[config.mk]
export PLATFORM = sky130hd
export DESIGN_NAME = draw_canvas
export DESIGN_NICKNAME = d
export VERILOG_FILES = /design/src/rtl/draw_canvas.sv
export SDC_FILE = /design/constraint.sdc
export NUM_CORES = 2
export LEC_CHECK = 0
export BUFFER_PORTS_ARGS = -buffer_cell sky130_fd_sc_hd__buf_2
export CAP_MARGIN = 25
export CORE_MARGIN = 2
export CORE_UTILIZATION = 55
export CTS_CLUSTER_DIAMETER = 80
export CTS_CLUSTER_SIZE = 25
export DETAILED_ROUTE_END_ITERATION = 7
export PLACE_DENSITY = 0.8
export SYNTH_ARGS = -nofsm -noshare
export SYNTH_HDL_FRONTEND = slang
export SYNTH_SLANG_ARGS = --single-unit
[constraint.sdc]
create_clock -name CLOCK_50 -period 16 [get_ports CLOCK_50]
set_input_delay 0.8 -clock CLOCK_50 [delete_from_list [all_inputs] [get_ports CLOCK_50]]
set_output_delay 0.8 -clock CLOCK_50 [all_outputs]
set_load 0.03 [all_outputs]
[src/rtl/draw_canvas.sv]
// draw_canvas: cursor-driven pixel canvas with a sequential clear engine,
// a registered read port and a row-major valid/ready dump stream.
module draw_canvas #(
    parameter  int unsigned GRID_W    = 28,
    parameter  int unsigned GRID_H    = 28,
    parameter  int unsigned PIX_BITS  = 1,
    parameter  int unsigned INK_STEP  = 2**PIX_BITS-1,
    parameter  int unsigned DELAY_MAX = 1250000,
    localparam int unsigned XW        = $clog2(GRID_W),
    localparam int unsigned YW        = $clog2(GRID_H),
    localparam int unsigned N         = GRID_W*GRID_H
) (
    input  logic                CLOCK_50,
    input  logic                resetn,
    input  logic                mv_left,
    input  logic                mv_right,
    input  logic                mv_up,
    input  logic                mv_down,
    input  logic                pen_down,
    input  logic                erase,
    input  logic                clear,
    input  logic                dump_start,
    output logic [XW-1:0]       cursor_x,
    output logic [YW-1:0]       cursor_y,
    input  logic [XW-1:0]       rd_x,
    input  logic [YW-1:0]       rd_y,
    output logic [PIX_BITS-1:0] rd_data,
    output logic                rd_is_cursor,
    output logic                out_valid,
    input  logic                out_ready,
    output logic [PIX_BITS-1:0] out_data,
    output logic                out_last,
    output logic                busy
);
    localparam int unsigned AW = $clog2(N);
    localparam int unsigned CW = (DELAY_MAX > 1) ? $clog2(DELAY_MAX) : 1;
    localparam logic [PIX_BITS:0] PIX_MAX = {1'b0, {PIX_BITS{1'b1}}};
    localparam logic [PIX_BITS:0] INK     = INK_STEP[PIX_BITS:0];

    typedef enum logic [1:0] {IDLE, CLEAR, DUMP} state_t;

    state_t              state_q, state_d;
    logic [AW-1:0]       addr_q, addr_d;
    logic [CW-1:0]       cnt_q, cnt_d;
    logic [XW-1:0]       cx_q, cx_d;
    logic [YW-1:0]       cy_q, cy_d;
    logic                ov_q, ov_d;
    logic [PIX_BITS-1:0] od_q, od_d;
    logic                ol_q, ol_d;
    logic [PIX_BITS-1:0] rd_data_q;
    logic                rd_cur_q;

    logic [PIX_BITS-1:0] mem [N];
    logic                we;
    logic [AW-1:0]       waddr;
    logic [PIX_BITS-1:0] wdata;

    logic                tick;
    logic [AW-1:0]       cur_addr, rd_addr;
    logic                rd_in_range;
    logic [PIX_BITS:0]   ink_sum;

    assign tick        = (cnt_q == CW'(DELAY_MAX-1));
    assign cur_addr    = AW'(cy_q) * AW'(GRID_W) + AW'(cx_q);
    assign rd_addr     = AW'(rd_y) * AW'(GRID_W) + AW'(rd_x);
    assign rd_in_range = (32'(rd_x) < GRID_W) && (32'(rd_y) < GRID_H);
    assign ink_sum     = {1'b0, mem[cur_addr]} + INK;

    always_comb begin
        state_d = state_q;
        addr_d  = addr_q;
        cnt_d   = tick ? '0 : cnt_q + CW'(1);
        cx_d    = cx_q;
        cy_d    = cy_q;
        ov_d    = ov_q;
        od_d    = od_q;
        ol_d    = ol_q;
        we      = 1'b0;
        waddr   = cur_addr;
        wdata   = '0;
        case (state_q)
            CLEAR: begin
                we    = 1'b1;
                waddr = addr_q;
                if (addr_q == AW'(N-1)) begin
                    state_d = IDLE;
                    addr_d  = '0;
                end else begin
                    addr_d = addr_q + AW'(1);
                end
            end
            IDLE: begin
                if (tick) begin
                    // Drawing targets the pre-move cell; the move lands on the same edge.
                    if (erase) begin
                        we = 1'b1;
                    end else if (pen_down) begin
                        we    = 1'b1;
                        wdata = (ink_sum > PIX_MAX) ? PIX_MAX[PIX_BITS-1:0] : ink_sum[PIX_BITS-1:0];
                    end
                    if (mv_right && !mv_left && cx_q != XW'(GRID_W-1)) cx_d = cx_q + XW'(1);
                    else if (mv_left && !mv_right && cx_q != '0)       cx_d = cx_q - XW'(1);
                    if (mv_down && !mv_up && cy_q != YW'(GRID_H-1))    cy_d = cy_q + YW'(1);
                    else if (mv_up && !mv_down && cy_q != '0)          cy_d = cy_q - YW'(1);
                end
                if (clear) begin
                    state_d = CLEAR;
                    addr_d  = '0;
                end else if (dump_start) begin
                    state_d = DUMP;
                    addr_d  = '0;
                    ov_d    = 1'b1;
                    od_d    = mem[0];
                    ol_d    = (N == 1);
                end
            end
            DUMP: begin
                if (clear) begin
                    state_d = CLEAR;
                    addr_d  = '0;
                    ov_d    = 1'b0;
                    od_d    = '0;
                    ol_d    = 1'b0;
                end else if (out_ready) begin
                    if (addr_q == AW'(N-1)) begin
                        state_d = IDLE;
                        addr_d  = '0;
                        ov_d    = 1'b0;
                        od_d    = '0;
                        ol_d    = 1'b0;
                    end else begin
                        // Canvas is frozen in DUMP, so the next beat is fetched straight from memory.
                        addr_d = addr_q + AW'(1);
                        od_d   = mem[addr_q + AW'(1)];
                        ol_d   = (addr_q == AW'(N-2));
                    end
                end
            end
            default: state_d = CLEAR;
        endcase
    end

    always_ff @(posedge CLOCK_50 or negedge resetn) begin
        if (!resetn) begin
            state_q   <= CLEAR;
            addr_q    <= '0;
            cnt_q     <= '0;
            cx_q      <= XW'(GRID_W/2);
            cy_q      <= YW'(GRID_H/2);
            ov_q      <= 1'b0;
            od_q      <= '0;
            ol_q      <= 1'b0;
            rd_data_q <= '0;
            rd_cur_q  <= 1'b0;
        end else begin
            state_q   <= state_d;
            addr_q    <= addr_d;
            cnt_q     <= cnt_d;
            cx_q      <= cx_d;
            cy_q      <= cy_d;
            ov_q      <= ov_d;
            od_q      <= od_d;
            ol_q      <= ol_d;
            rd_data_q <= rd_in_range ? mem[rd_addr] : '0;
            rd_cur_q  <= rd_in_range && (rd_x == cx_q) && (rd_y == cy_q);
        end
    end

    always_ff @(posedge CLOCK_50) begin
        if (we) mem[waddr] <= wdata;
    end

    assign cursor_x     = cx_q;
    assign cursor_y     = cy_q;
    assign rd_data      = rd_data_q;
    assign rd_is_cursor = rd_cur_q;
    assign out_valid    = ov_q;
    assign out_data     = od_q;
    assign out_last     = ol_q;
    assign busy         = (state_q != IDLE);

endmodule

==> impl_metrics.py <==
metrics = {
    "route": {
        "routedWlPerCell_um": 31.93,
        "drt_iter0_drc": 5429,
        "dr.pass1.iters": 7,
        "postRouteAntennaNets": 0,
        "via_per_inst": 7.290,
        "vias": 30800,
        "drt-total-wl_um": 134900,
        "drc": 0,
    },
    "floorplan": {
        "die_area_um2": 83190,
        "coreArea_um2": 80290,
        "ios": 37,
        "initial_core_util": 0.5542,
        "die_h_um": 288.4,
        "die_w_um": 288.4,
        "num_rows": 104,
    },
    "sta": {
        "period_share": 0.3450,
        "layout_min_cycle_time_ns": 5.520,
        "final.setup.worst_slack_ns": 10.48,
        "rsz0062_at_grt": "false",
        "finalHoldViolCount": 0,
        "holdWs_ns": 0.2890,
        "skew_ns": 0.04075,
        "worst_pin_slew_ns": 1.472,
        "slew_headroom": 0.01850,
        "finalSetupViolations": 0,
        "drv_slew": 0,
        "max_freq_ghz": 0.1812,
        "tns_ns": 0,
    },
    "setup_path": {
        "crit_path_frequent_cell": "buf_4",
        "path_class": "reg -> reg",
        "required_ns": 16.28,
        "start_kind": "flip-flop",
        "critical_path.cell_chain": "ha_1 -> nand3_1 -> or3_1 -> nor3_1 -> and4b_4 -> buf_4 -> buf_4 -> buf_4",
        "critical_path_arrival_ns": 5.80,
        "slowest_delay_ns": 0.93,
        "end_kind": "flip-flop",
        "cp_slowest_cell": "and4b_4",
        "crit_fanout": 124,
    },
    "grt": {
        "track_usage": 0.3266,
        "antenna_found_initial": 4,
        "grt-ovfl-total": 0,
        "grt_pass1_vias": 29900,
        "grt_max_degree": 139,
        "grt_pass1_wl_um": 197400,
    },
    "synth": {
        "syn_area_um2": 44500,
        "ys_ff_latch": 832,
        "ys_types": 78,
        "async_flop_share": 0.05769,
        "syn-num-nets": 3328,
        "synth_ff_type": "edfxtp_1",
        "syn_inst": 3261,
        "ys_warn_count": 0,
        "synth_edf_count": 784,
        "postSynthAreaPerCell_um2": 13.64,
        "yosysSeqAreaShare": 0.5563,
    },
    "status": {
        "status": "finished, final reports clean",
    },
    "placement": {
        "dp.final_hpwl_um": 77880,
        "numPortBuffers": 36,
        "place_ws_ns": 10.52,
        "place_congestion": 0.9523,
        "place_inst": 4152,
    },
    "clocking": {
        "clk_pin_slew_worst_paths_ns": 0.10,
        "cts_resized": 0,
        "cts-buffers-inserted": 41,
        "cts.path.max_buffers": 3,
        "numClockSinks": 832,
        "htreeDepth": 2,
        "tritoncts": "yes",
        "insertion_delay_ns": 0.64,
        "post_cts_buffers": 0,
        "cts_root_buf": "clkbuf_16",
        "ctsHoldBuffers": 0,
    },
    "final_layout": {
        "layout-drive-gt1-share": 0.2099,
        "area_growth_pct": 5.781,
        "layout.nets": 3210,
        "layout_commonest_cell": "nor2_1",
        "final_cell_mix": "nor2_1, edfxtp_1, mux4_2",
        "finalNonFillerCells": 4225,
    },
    "run": {
        "drv_cap": 0,
    },
    "power_and_ir_drop": {
        "vdd_drop_max_uv": 266.5,
        "power_leakage_nw": 15.20,
        "pwr_density_cell_nw_per_um2": 129.2,
    },
    "hold_path": {
        "hp-class": "in -> async",
    },
}
## cell usage after synthesis (7+ instances only)
library cell	count	share of area
buf_1	12	0.0010
edfxtp_1	784	0.53
nor2_1	859	0.072
ha_1	32	0.0090
mux4_2	411	0.21
o22ai_1	8	0.0011
xor2_1	26	0.0051
a22oi_1	31	0.0052
a21o_1	7	0.0012
xnor2_1	35	0.0069
clkbuf_1	166	0.014
a311oi_1	8	0.0016
a21oi_1	34	0.0038
a2111oi_0	8	0.0016
buf_4	23	0.0039
o211ai_1	17	0.0029
a31oi_1	34	0.0048
nand3_1	78	0.0088
buf_6	14	0.0035
dfstp_2	7	0.0041
dfrtp_1	41	0.023
nand2_1	184	0.016
o21ai_0	42	0.0047
o2111ai_1	7	0.0014
fa_1	14	0.0063
or3_1	12	0.0017
buf_2	84	0.0094
nand4_1	23	0.0032
mux2_2	11	0.0028
nor4_1	10	0.0014
mux2i_1	50	0.011
and3_1	14	0.0020
nor2b_1	17	0.0024
inv_1	31	0.0026
nor3_1	17	0.0019
## registers in the layout, indices dropped and copies added (netlist names)
| register | flops |
|---|---|
| mem | 784 |
| rd_is_cursor | 1 |
| cursor_y | 5 |
| addr_q | 10 |
| out_valid | 1 |
| state_q | 2 |
| out_last | 1 |
| out_data | 1 |
| rd_data | 1 |
| cnt_q | 21 |
| cursor_x | 5 |
## routing by layer
layer  vias up  part of all wire  track usage
met2      2784              0.44       0.4904
met3       680              0.17       0.1148
li1      12100                 -            -
met5         -            0.0011     0.006250
met4         8             0.072       0.1762
met1     15220              0.31       0.4199
## path summary, 6_finish.rpt
kind | slack [ns] | endpoint | from | cells after the start
worst max-delay path | 10.48 | mem[447]$_DFFE_PP_ | cnt_q[0]$_DFF_PN0_ | 8
worst min-delay path | 0.29 | cnt_q[19]$_DFF_PN0_ | resetn | 2
worst max register to register | 10.48 | mem[447]$_DFFE_PP_ | cnt_q[0]$_DFF_PN0_ | 8
worst min register to register | 0.49 | cnt_q[0]$_DFF_PN0_ | cnt_q[0]$_DFF_PN0_ | 1
max in group asynchronous | 15.19 | addr_q[0]$_DFFE_PN0P_ | resetn | 2
min in group CLOCK_50 | 0.38 | state_q[1]$_DFFE_PN0P_ | out_ready | 2
## power by group
group	internal [W]	leakage, nW	total, W	switching [W]
Sequential	0.00236	8.51	0.00240	0.0000394
Clock	0.000536	0.611	0.00124	0.000704
Combinational	0.000830	6.08	0.00244	0.00161
Total	0.00373	15.2	0.00608	0.00235
## kinds of logic (layout without fill, tap and decap cells)
family	after synthesis	count (layout)	synth area share
other	0	2	0
AND/OR/NAND/NOR	1260	1260	0.1172
flip-flops	832	832	0.5563
XOR/XNOR	63	63	0.01288
AO/OA/AOI/OAI	252	252	0.03923
adder cells (fa/ha/maj)	46	46	0.01530
multiplexers	476	476	0.2244
buffers and inverters	332	234	0.03470
## cell type report
class	instances	area, um2
fillers	5917	33220
flip-flops and latches	832	24760
multi-input cells	2097	18360
well taps	1060	1326
repair buffers	139	1242
clock buffers	53	1114
clock inverters	10	140.1
inverters	32	120.1
diodes	2	5.005
## worst max-delay path, delay by kind of cell (launching register included)
kind	cells	cell delay, ns
flip-flops	1	0.40
adder cells (fa/ha/maj)	1	0.22
buffers and inverters	3	2.60
AND/OR/NAND/NOR	4	1.73
## per-stage QoR
step | area (um2) | util | total power, W
2_1_floorplan | 44500 | - | 0.003956
3_3_place_gp | 45380 | 0.5652 | 0.004706
3_5_place_dp | 45640 | 0.5685 | 0.004760
4_1_cts | 46900 | 0.5841 | 0.005947
5_1_grt | 47060 | 0.5862 | 0.006175
6_report | 47070 | 0.5862 | 0.006081
Note: power is estimated with default switching activity, not from simulation.
